## src/rtl/m_spi_burst_ctrl_if.sv

```systemverilog
// Register-port and message-buffer bus between m_spi_burst_ctrl and its neighbours.
// master = burst controller side, slave = SPI master core plus buffers.
interface m_spi_burst_ctrl_if #(
    parameter int DATA_WIDTH = 8,
    parameter int ADDR_WIDTH = 6
);
    logic [ADDR_WIDTH-1:0] tx_addr;
    logic [DATA_WIDTH-1:0] tx_byte;
    logic                  rx_we;
    logic [ADDR_WIDTH-1:0] rx_addr;
    logic [DATA_WIDTH-1:0] rx_byte;
    logic                  I_TX_EN;
    logic [2:0]            I_WADDR;
    logic [DATA_WIDTH-1:0] I_WDATA;
    logic                  I_RX_EN;
    logic [2:0]            I_RADDR;
    logic [DATA_WIDTH-1:0] O_RDATA;

    modport master (
        output tx_addr, rx_we, rx_addr, rx_byte,
        output I_TX_EN, I_WADDR, I_WDATA, I_RX_EN, I_RADDR,
        input  tx_byte, O_RDATA
    );
    modport slave (
        input  tx_addr, rx_we, rx_addr, rx_byte,
        input  I_TX_EN, I_WADDR, I_WDATA, I_RX_EN, I_RADDR,
        output tx_byte, O_RDATA
    );
endinterface

```

## src/rtl/m_spi_burst_ctrl.sv

```systemverilog
// Length-controlled full-duplex SPI burst sequencer over the SPI master register port.
// Optional macro SPI_BURST_TIMEOUT_EN adds a status-poll timeout that sets err.
module m_spi_burst_ctrl #(
    parameter int          DATA_WIDTH  = 8,
    parameter int          MAX_LEN     = 64,
    parameter logic [2:0]  ADDR_RXDATA = 3'd0,
    parameter logic [2:0]  ADDR_TXDATA = 3'd1,
    parameter logic [2:0]  ADDR_STATUS = 3'd2,
    parameter logic [2:0]  ADDR_SSMASK = 3'd4,
    parameter int          TRDY_BIT    = 5,
    parameter int          RRDY_BIT    = 7,
    parameter logic [15:0] TIMEOUT     = 16'd50000
) (
    input  logic                I_CLK,
    input  logic                I_RESET,
    input  logic                start,
    input  logic [6:0]          len,
    output logic                busy,
    output logic                done,
    output logic                err,
    m_spi_burst_ctrl_if.master  bus
);
    typedef enum logic [3:0] {
        S_IDLE, S_ZERO, S_SEL, S_FETCH, S_FETCH_W, S_PT_RD, S_PT_CHK, S_WR_TX,
        S_PR_RD, S_PR_CHK, S_RX_RD, S_RX_WR, S_DESEL, S_FIN
    } state_t;

    state_t     state, nxt;
    logic [5:0] idx, last;
    logic [6:0] len_c;
    logic       accept;
    logic       poll_expired;

    assign accept = (state == S_IDLE) && start && (len != 7'd0);
    assign len_c  = (len > 7'(MAX_LEN)) ? 7'(MAX_LEN) : len;

`ifdef SPI_BURST_TIMEOUT_EN
    logic [15:0] poll_cnt;
    logic        err_q;
    logic        timeout_hit;

    assign poll_expired = (poll_cnt == TIMEOUT);
    assign timeout_hit  = poll_expired &&
                          (((state == S_PT_CHK) && !bus.O_RDATA[TRDY_BIT]) ||
                           ((state == S_PR_CHK) && !bus.O_RDATA[RRDY_BIT]));
    assign err = err_q;

    // The cycle before each poll loop clears the count; each status read bumps it.
    always_ff @(posedge I_CLK) begin
        if (I_RESET) begin
            poll_cnt <= '0;
            err_q    <= 1'b0;
        end else begin
            if (state == S_FETCH_W || state == S_WR_TX)
                poll_cnt <= '0;
            else if (state == S_PT_RD || state == S_PR_RD)
                poll_cnt <= poll_cnt + 16'd1;
            if (accept)
                err_q <= 1'b0;
            else if (timeout_hit)
                err_q <= 1'b1;
        end
    end
`else
    assign poll_expired = 1'b0;
    assign err          = 1'b0;
`endif

    always_ff @(posedge I_CLK) begin
        if (I_RESET) state <= S_IDLE;
        else         state <= nxt;
    end

    // last holds L-1 so a 64-byte burst never needs a 7-bit compare.
    always_ff @(posedge I_CLK) begin
        if (I_RESET) begin
            idx  <= '0;
            last <= '0;
        end else if (accept) begin
            idx  <= '0;
            last <= 6'(len_c - 7'd1);
        end else if (state == S_RX_WR && idx != last) begin
            idx <= idx + 6'd1;
        end
    end

    always_comb begin
        nxt = state;
        case (state)
            S_IDLE:    if (start) nxt = (len == 7'd0) ? S_ZERO : S_SEL;
            S_ZERO:    nxt = S_IDLE;
            S_SEL:     nxt = S_FETCH;
            S_FETCH:   nxt = S_FETCH_W;
            S_FETCH_W: nxt = S_PT_RD;
            S_PT_RD:   nxt = S_PT_CHK;
            S_PT_CHK:  if (bus.O_RDATA[TRDY_BIT]) nxt = S_WR_TX;
                       else if (poll_expired)     nxt = S_DESEL;
                       else                       nxt = S_PT_RD;
            S_WR_TX:   nxt = S_PR_RD;
            S_PR_RD:   nxt = S_PR_CHK;
            S_PR_CHK:  if (bus.O_RDATA[RRDY_BIT]) nxt = S_RX_RD;
                       else if (poll_expired)     nxt = S_DESEL;
                       else                       nxt = S_PR_RD;
            S_RX_RD:   nxt = S_RX_WR;
            S_RX_WR:   nxt = (idx == last) ? S_DESEL : S_FETCH;
            S_DESEL:   nxt = S_FIN;
            S_FIN:     nxt = S_IDLE;
            default:   nxt = S_IDLE;
        endcase
    end

    always_comb begin
        bus.I_TX_EN = 1'b0;
        bus.I_WADDR = '0;
        bus.I_WDATA = '0;
        bus.I_RX_EN = 1'b0;
        bus.I_RADDR = '0;
        bus.rx_we   = 1'b0;
        bus.rx_byte = '0;
        case (state)
            S_SEL: begin
                bus.I_TX_EN = 1'b1;
                bus.I_WADDR = ADDR_SSMASK;
                bus.I_WDATA = DATA_WIDTH'(1);
            end
            S_PT_RD, S_PR_RD: begin
                bus.I_RX_EN = 1'b1;
                bus.I_RADDR = ADDR_STATUS;
            end
            S_WR_TX: begin
                bus.I_TX_EN = 1'b1;
                bus.I_WADDR = ADDR_TXDATA;
                bus.I_WDATA = bus.tx_byte;
            end
            S_RX_RD: begin
                bus.I_RX_EN = 1'b1;
                bus.I_RADDR = ADDR_RXDATA;
            end
            S_RX_WR: begin
                bus.rx_we   = 1'b1;
                bus.rx_byte = bus.O_RDATA;
            end
            S_DESEL: begin
                bus.I_TX_EN = 1'b1;
                bus.I_WADDR = ADDR_SSMASK;
                bus.I_WDATA = '0;
            end
            default: ;
        endcase
    end

    // The buffer read address is held at idx so tx_byte stays valid through WR_TX.
    assign bus.tx_addr = idx;
    assign bus.rx_addr = idx;
    assign busy = (state != S_IDLE) && (state != S_ZERO) && (state != S_FIN);
    assign done = (state == S_FIN) || (state == S_ZERO);
endmodule

```

## src/flat_wrapper.sv

```systemverilog
// flat-port wrapper written by rule: the top's interface ports become plain ports
module m_spi_burst_ctrl_flat 
#(
    parameter int          DATA_WIDTH  = 8,
    parameter int          MAX_LEN     = 64,
    parameter logic [2:0]  ADDR_RXDATA = 3'd0,
    parameter logic [2:0]  ADDR_TXDATA = 3'd1,
    parameter logic [2:0]  ADDR_STATUS = 3'd2,
    parameter logic [2:0]  ADDR_SSMASK = 3'd4,
    parameter int          TRDY_BIT    = 5,
    parameter int          RRDY_BIT    = 7,
    parameter logic [15:0] TIMEOUT     = 16'd50000
)
  (I_CLK, I_RESET, start, len, busy, done, err, bus_tx_addr, bus_rx_we, bus_rx_addr, bus_rx_byte, bus_I_TX_EN, bus_I_WADDR, bus_I_WDATA, bus_I_RX_EN, bus_I_RADDR, bus_tx_byte, bus_O_RDATA);
  m_spi_burst_ctrl_if #(.DATA_WIDTH(DATA_WIDTH)) bus_i ();
  input  logic I_CLK;
  input  logic I_RESET;
  input  logic start;
  input  logic [6:0] len;
  output logic busy;
  output logic done;
  output logic err;
  output wire logic [$bits(bus_i.tx_addr)-1:0] bus_tx_addr;
  output wire logic [$bits(bus_i.rx_we)-1:0] bus_rx_we;
  output wire logic [$bits(bus_i.rx_addr)-1:0] bus_rx_addr;
  output wire logic [$bits(bus_i.rx_byte)-1:0] bus_rx_byte;
  output wire logic [$bits(bus_i.I_TX_EN)-1:0] bus_I_TX_EN;
  output wire logic [$bits(bus_i.I_WADDR)-1:0] bus_I_WADDR;
  output wire logic [$bits(bus_i.I_WDATA)-1:0] bus_I_WDATA;
  output wire logic [$bits(bus_i.I_RX_EN)-1:0] bus_I_RX_EN;
  output wire logic [$bits(bus_i.I_RADDR)-1:0] bus_I_RADDR;
  input wire logic [$bits(bus_i.tx_byte)-1:0] bus_tx_byte;
  input wire logic [$bits(bus_i.O_RDATA)-1:0] bus_O_RDATA;
  assign bus_tx_addr = bus_i.tx_addr;
  assign bus_rx_we = bus_i.rx_we;
  assign bus_rx_addr = bus_i.rx_addr;
  assign bus_rx_byte = bus_i.rx_byte;
  assign bus_I_TX_EN = bus_i.I_TX_EN;
  assign bus_I_WADDR = bus_i.I_WADDR;
  assign bus_I_WDATA = bus_i.I_WDATA;
  assign bus_I_RX_EN = bus_i.I_RX_EN;
  assign bus_I_RADDR = bus_i.I_RADDR;
  assign bus_i.tx_byte = bus_tx_byte;
  assign bus_i.O_RDATA = bus_O_RDATA;
  m_spi_burst_ctrl #(.DATA_WIDTH(DATA_WIDTH), .MAX_LEN(MAX_LEN), .ADDR_RXDATA(ADDR_RXDATA), .ADDR_TXDATA(ADDR_TXDATA), .ADDR_STATUS(ADDR_STATUS), .ADDR_SSMASK(ADDR_SSMASK), .TRDY_BIT(TRDY_BIT), .RRDY_BIT(RRDY_BIT), .TIMEOUT(TIMEOUT)) u_core (.I_CLK(I_CLK), .I_RESET(I_RESET), .start(start), .len(len), .busy(busy), .done(done), .err(err), .bus(bus_i));
endmodule
```

## config.mk

```make
export PLATFORM = sky130hd
export DESIGN_NAME = m_spi_burst_ctrl_flat
export DESIGN_NICKNAME = d
export VERILOG_FILES = /design/src/rtl/m_spi_burst_ctrl_if.sv /design/src/rtl/m_spi_burst_ctrl.sv /design/src/flat_wrapper.sv
export SDC_FILE = /design/constraint.sdc
export NUM_CORES = 1
export LEC_CHECK = 0
export ABC_AREA = 1
export ABC_CLOCK_PERIOD_IN_PS = 1700
export CAP_MARGIN = 20
export CORE_UTILIZATION = 40
export DETAILED_ROUTE_END_ITERATION = 16
export GPL_ROUTABILITY_DRIVEN = 0
export GPL_TIMING_DRIVEN = 0
export PLACE_DENSITY = 0.79
export SYNTH_ARGS = -nofsm -noshare
export SYNTH_HDL_FRONTEND = slang
export SYNTH_SLANG_ARGS = --single-unit
```

## constraint.sdc

```tcl
create_clock -name I_CLK -period 1.7 [get_ports I_CLK]
set_input_delay 0.34 -clock I_CLK [delete_from_list [all_inputs] [get_ports I_CLK]]
set_output_delay 0.34 -clock I_CLK [all_outputs]
set_load 0.005 [all_outputs]
```

==> results by stage, run 1 <==
Detailed routing:
- The number of violations reported at the end of detailed-routing iteration 0 is 65.
- The iteration count of the initial detailed-routing pass is 5.
- Summed over all layers, the routed wires come to 3990 µm.
- After detailed routing, the average wire length per cell comes to 10.9 µm.
- The residual DRC count is 0.
- The residual antenna-violating net count after detailed routing is 0.
- The routed layout has 1,683 vias.
- Dividing the detail-routed via count by the number of cells gives 4.61.

Yosys:
- The total standard cell area after synthesis is 1380 µm².
- Of the total synthesized cell area, the portion taken by XOR and XNOR cells is 0.0317.
- After synthesis, the cell types taking the most area are dfxtp_1, nand2_1, inv_1.
- After synthesis, the largest family of logic cells by area is simple AND/OR/NAND/NOR gates.
- The synthesized instance count is 226.
- The flip-flop and latch count after synthesis is 16.
- The number of enable-type register cells in the synthesized netlist is 0.
- The commonest cells after synthesis are nand2_1, inv_1, nor2_1.
- Of the total synthesized cell area, the portion taken by full adders, half adders and majority gates is 0.0181.
- Among all flip-flop cells after synthesis, the most frequent one is dfxtp_1.
- The mean post-synth cell area is 6.11 µm².
- The share of flip-flops with an asynchronous set or reset is 0.
- The warning count from the yosys run is 0.
- The fraction of synthesized area in multiplexers is 0.
- Of the synthesized area, sequential elements account for 0.232.
- The share of the synthesized area in the top cell type is 0.232.
- Of the total synthesized cell area, the portion taken by AND, OR, NAND and NOR gates is 0.389.
- The number of distinct standard cells referenced by the synthesized netlist is 30.
- The share of the synthesized area in compound gates (AO/OA/AOI/OAI) is 0.147.
- The synthesized design spends more area on one cell type than any other, namely dfxtp_1.
- Yosys instantiated no cell more often than nand2_1.

Global route:
- The via count of the first global-routing pass is 1,411.
- The total grt overflow is 0.
- The pin count of the biggest net entering global routing is 10.
- The overall fraction of global-route tracks in use is 0.201.
- The first global-routing pass estimated 5760 µm of wire.
- The initial antenna violation count is 0.

Setup path:
- Setup slack on the worst reg-to-reg path comes out at 120 ps.
- The start point of the critical path is u_core.state[2].
- The data arrival time of the critical path is 1490 ps.
- In this run the critical register-to-register path is captured at u_core.bus.rx_addr[1].
- In this run the worst setup path terminates at bus_rx_byte[6].
- The setup path with the least slack is of type flip-flop to output port.
- The biggest fanout along the worst timing path is 6.
- The source of the worst register-to-register timing path is u_core.state[3].
- The required time at the worst-slack endpoint is 1360 ps.
- The logic depth of the worst register-to-register path is 10.
- STA classifies the critical path startpoint as a flip-flop.
- STA classifies the critical path endpoint as an output port.

Worst hold path:
- The class of the most critical hold timing path is flip-flop to flip-flop.
- Counting instances, the worst hold path has a depth of 2.

STA:
- The number of max-slew violations in the final report is 0.
- The time the worst path needs with I/O delays and setup is 1830 ps.
- The total of endpoints with negative setup slack in the final report is 16.
- The final hold violation count is 0.
- Across the routed clock network, the largest skew measured is 4.30 ps.
- Setup repair after global routing could not meet its margin everywhere.
- The highest clock rate is 548 MHz.
- In the post-route analysis, the smallest setup slack over all paths is -125 ps.
- The final clock period utilization by the worst path is 1.07.

Place:
- Buffers placed on the I/O ports in this run total 61.
- Once detailed placement completed, the half-perimeter wirelength came to 2650 µm.
- The area of placed instances is 2060 µm².

Finish:
- The final instance area is 2380 µm².
- The antenna diode instance count is 0.
- Of the cells placed in the final design, the portion with a size suffix greater than 1 is 0.368.
- The area growth from synthesis to layout is 72.4%.
- For this run, the post-layout net count is 351.

CTS:
- The worst-skew pair later-pin latency is 290 ps.
- The number of buffers on the longest clock path is 2.
- CTS built an H-tree with a depth of 1.
- The TritonCTS buffer count is 3.
- The clock tree root buffer cell is clkbuf_4.
- The TritonCTS clock tree is built.
- After clock tree synthesis, the clock-pin slew on the worst setup and hold paths is 90 ps.
- The number of clock sinks seen by CTS is 16.

Die:
- The horizontal die dimension is 60.8 µm.
- The initial core utilization is 0.438.
- The number of rows created at floorplan is 20.
- In this run the count of I/O pins placed on the die edge is 66.
- In this run the vertical extent of the chip is 60.8 µm.
- The full die area is 3690 µm².
- The total core area is 3150 µm².

Power and ir drop:
- Power spread over the standard cell area amounts to 533 nW/µm².
- The worst-case IR drop observed on VDD is 0.000408 V.
- The leakage power is 1.28 nW.
- After layout, the design draws a total of 1.27 mW.

Run:
- Max-cap violations in this run came to 0.

Run status:
- The checks that failed: negative setup slack.
- The run finished, with violations left.
==> where the power goes <==
part           leakage, nW  switching [mW]  internal, mW
sequential           0.138          0.0514         0.415
clock               0.0138           0.115        0.0824
combinational         1.13           0.323         0.283
==> worst min path at each step <==
stage | start | slack, ps | end
floorplan | u_core.last[2] | 440 | u_core.last[2]
global placement | u_core.last[2] | 460 | u_core.last[2]
detailed placement | u_core.last[2] | 480 | u_core.last[2]
CTS | u_core.last[2] | 500 | u_core.last[2]
global route | len[0] | 510 | u_core.last[1]
finish | u_core.last[2] | 490 | u_core.last[2]
==> kinds of logic after synthesis <==
logic type | after synthesis
buf+inv | 56
other cells | 1
xor+xnor | 5
compound gates | 31
fa+ha+maj | 2
simple gates | 115
flops | 16
==> placed cells by master, fill, tap and decap left out, drive strengths merged <==
cell	instances
a21oi	14
a22oi	1
a31oi	1
buf	56
clkbuf	4
clkdlybuf4s15	1
clkdlybuf4s50	33
clkinvlp	1
conb	4
dfxtp	16
dlygate4sd2	4
dlymetal6s2s	4
ha	2
inv	45
nand2	53
nand3	17
nand3b	1
nand4	2
nor2	41
nor3	1
o211a	1
o211ai	2
o21ai	9
o21bai	1
o31ai	2
xnor2	1
xor2	4
==> worst max-delay path, cell delays in order (launching register included) <==
cell	delay, ps
dfxtp_4	380
inv_4	70
nand2_4	70
nor2_8	100
clkinvlp_4	150
buf_6	150
buf_6	100
nor2_2	60
buf_2	110
==> layer usage <==
metal,share of wire,track usage,vias to the layer above
li1,-,-,882
met1,0.43,0.243,749
met2,0.51,0.378,47
met3,0.049,0.0405,5
met4,0.0070,0.0195,0
met5,0,0,-
==> metrics by stage <==
step / util / instances / hold slack (ps) / setup WS (ps) / setup TNS, ps
floorplan: - / 229 / 444 / 142 / 0
global placement: 0.653 / 334 / 462 / -497 / -7160
detailed placement: 0.653 / 334 / 483 / -495 / -7640
CTS: 0.713 / 358 / 496 / -184 / -495
global route: 0.755 / 365 / 515 / -215 / -1910
finish: 0.755 / 365 / 493 / -125 / -524
==> final cells by class <==
| type | count | area (µm²) |
|---|---|---|
| Sequential cell | 16 | 350 |
| Tap cell | 44 | 55.1 |
| Timing Repair Buffer | 89 | 757 |
| Fill cell | 251 | 772 |
| Inverter | 46 | 184 |
| Buffer | 10 | 75.1 |
| Multi-Input combinational cell | 157 | 937 |
| Clock buffer | 3 | 22.5 |
==> repair_timing <==
action                     4_1_cts  5_1_grt
gates resized for setup        113       33
pin swaps                       17       15
hold buffers                     0        0
setup endpoints to repair       32       27
setup buffers                   21        7
==> registers in the layout, summed over array words and instances (netlist names) <==
signal / count
u_core.bus.rx_addr: 6
u_core.state: 4
u_core.last: 6
Power figures use the tool's default switching activity.
==> inputs of run 2 (changes only) <==
Settings changed: ABC_CLOCK_PERIOD_IN_PS 1700 to 2000.
Clock period 1.7 ns to 2 ns, I/O delays scaled along.
==> results by stage, run 2 (synthesized netlist as in run 1, its figures left out) <==
Global route:
- The initial antenna violation count is 0 (unchanged).
- The total grt overflow is 0 (unchanged).
- The pin count of the biggest net entering global routing is 10 (unchanged).
- The wire length of the first global-routing pass is 5500 µm (-4.5%).
- The via count of the first global-routing pass was 1,323 (-6.2%).
- The overall fraction of global-route tracks in use is 0.194 (-0.00752).

CTS:
- The number of buffers on the longest clock path was 2 (unchanged).
- The hold-fix buffer count after cts is 0 (unchanged).
- The TritonCTS buffer count is 3 (unchanged).
- The number of clock sinks seen by CTS is 16 (unchanged).
- The clock edge transition at the registers on the reported setup and hold paths was 90 ps (about the same).
- The TritonCTS clock tree is built.
- The number of H-tree levels is 1 (unchanged).
- The clock tree root buffer cell is clkbuf_4.
- The worst-skew pair later-pin latency came to 290 ps (about the same).

Worst hold path:
- The worst hold path belongs to the class flip-flop to flip-flop.
- The number of instances on the worst hold path was 2 (unchanged).

Setup path:
- The worst reg-to-reg setup slack is 560 ps (+440 ps).
- The logic depth of the worst register-to-register path is 9 (-1).
- The biggest fanout along the worst timing path is 8 (+2).
- The type of the setup path with the least slack is flip-flop to output port.
- The data arrival time of the critical path is 1640 ps (+150 ps).
- The startpoint identified for the worst register-to-register timing path is u_core.bus.rx_addr[4].
- The stage delay of the slowest cell on the critical path was 500 ps (+120 ps).
- The critical path starts at u_core.state[1].
- In this run the critical register-to-register path is captured at u_core.state[0].
- The termination of the worst setup path is bus_I_WDATA[4].
- STA classifies the critical path endpoint as an output port.
- The startpoint type of the worst setup path is a flip-flop.
- The required time at the worst-slack endpoint is 1600 ps (+240 ps).
- The largest individual stage delay along the critical path comes from the cell clkdlybuf4s50_1.
- The signal on the critical path passes through nand2_4, nor2_4, inv_4, nor2_1, clkdlybuf4s50_1.

Detailed routing:
- The post-detailed-route wirelength per cell is 10.2 µm (-6.5%).
- The count of vias placed by the detailed router is 1,576 (-6.4%).
- The number of violations reported at the end of detailed-routing iteration 0 came to 38 (-42%).
- The residual DRC count came to 0 (unchanged).
- The iteration count of the initial detailed-routing pass is 4 (-1).
- The residual antenna-violating net count after detailed routing is 0 (unchanged).
- The overall routed net length is 3510 µm (-12%).
- The post-detailed-route via-to-cell ratio is 4.58 (-0.64%).

STA:
- The number of max-slew violations in the final report is 0 (unchanged).
- The total of endpoints with negative setup slack in the final report is 1 (-15).
- The final hold violation count is 0 (unchanged).
- The final critical-path setup slack is -37.3 ps (+87.8 ps).
- Setup repair after global routing could not meet its margin everywhere.
- Counting I/O delays and the setup requirement, the final critical path takes 2040 ps.
- The highest clock rate is 491 MHz.
- The worst clock skew on the final layout is 3.80 ps (-0.501 ps).
- The final clock period utilization by the worst path is 1.02.
- The worst slack on hold paths is 492 ps (-1.32 ps).

Die:
- The full die area is 3690 µm² (unchanged).
- The initial core utilization was 0.438 (unchanged).
- The horizontal die dimension is 60.8 µm (unchanged).
- The floorplan die height is 60.8 µm (unchanged).
- The total core area came to 3150 µm² (unchanged).
- The number of top-level pins is 66 (unchanged).
- The number of rows created at floorplan came to 20 (unchanged).

Finish:
- In the layout the commonest cells are nand2_1, clkdlybuf4s50_1, inv_1.
- The post-route core utilization came to 0.692 (-0.0627).
- The area growth from synthesis to layout is 58.1%.
- The final-stage net count is 330 (-6.0%).
- The final instance area is 2180 µm² (-8.3%).
- The leading cell type in the layout, fill and taps excluded is nand2_1.
- The fraction of layout cells with a size suffix above 1 is 0.227 (-0.141).
- The antenna diode instance count is 0 (unchanged).

Run status:
- The checks that failed: negative setup slack.
- The run finished, with violations left.

Place:
- The half-perimeter wire length of the detailed placement result is 2650 µm (unchanged).
- The count of buffers from port buffering came to 61 (unchanged).
- The area of placed instances was 2060 µm² (unchanged).

Power and ir drop:
- The power density relative to cell area is 468 nW/µm² (-12%).
- The leakage power is 1.22 nW (-4.6%).
- The worst supply voltage drop on vdd is 0.000354 V (-13%).

Run:
- The number of max-cap violations was 0 (unchanged).
run 2: cell types whose count changed in the layout (fill, tap and decap cells not counted), sizes merged:
cell / delta
clkdlybuf4s50: +8
clkdlybuf4s15: -1
dlymetal6s2s: +1
dlygate4sd2: +6
buf: -39
clkbuf: +4
run 2: worst max-delay path, delay by kind of cell, from the launching register on:
| family | cells | cell delay (ps) |
|---|---|---|
| buf+inv | 2 | 570 |
| flops | 1 | 410 |
| simple gates | 3 | 360 |
run 2: power breakdown:
group / internal, mW / switching [mW] / leakage, nW
Clock: 0.0701 / 0.0969 / 0.0138
Sequential: 0.357 / 0.0453 / 0.134
Combinational: 0.210 / 0.242 / 1.08
run 2: worst min-delay path by stage:
stage | from | end | slack [ps]
after floorplan | u_core.last[2] | u_core.last[2] | 440
after global placement | u_core.last[2] | u_core.last[2] | 460
after detailed placement | u_core.last[2] | u_core.last[2] | 480
after CTS | u_core.last[2] | u_core.last[2] | 500
after global routing | u_core.last[2] | u_core.last[2] | 520
final | u_core.last[2] | u_core.last[2] | 490
run 2: metal layers:
| metal | global-route usage | part of all wire |
|---|---|---|
| met1 | 0.232 | 0.44 |
| met2 | 0.366 | 0.50 |
| met3 | 0.0405 | 0.055 |
| met4 | 0.0195 | 0.0034 |
| met5 | 0 | 0 |
run 2: what timing repair did:
| action | CTS | global route |
|---|---|---|
| resized for setup | 36 | 26 |
| pin swaps | 4 | 5 |
| setup endpoints to repair | 24 | 15 |
| setup buffers | 6 | 1 |
run 2: through the flow:
| step | cells | power [mW] | setup TNS [ps] | worst slack (ps) |
|---|---|---|---|---|
| CTS | 343 | 1.01 | -314 | -58.1 |
| detailed placement | 334 | 0.839 | -1660 | -255 |
| global placement | 334 | 0.830 | -1390 | -257 |
| floorplan | 229 | 0.673 | 0 | 382 |
| finish | 344 | 1.02 | -37.3 | -37.3 |
| global route | 344 | 1.11 | -337 | -112 |
run 2: area by class of cell:
cell class | count | area (µm²)
tap | 44 | 55.1
fill | 295 | 970
multi-input combinational | 157 | 872
clock buffer | 3 | 22.5
inverter | 46 | 181
buffer | 10 | 75.1
sequential | 16 | 335
timing repair buffer | 68 | 642
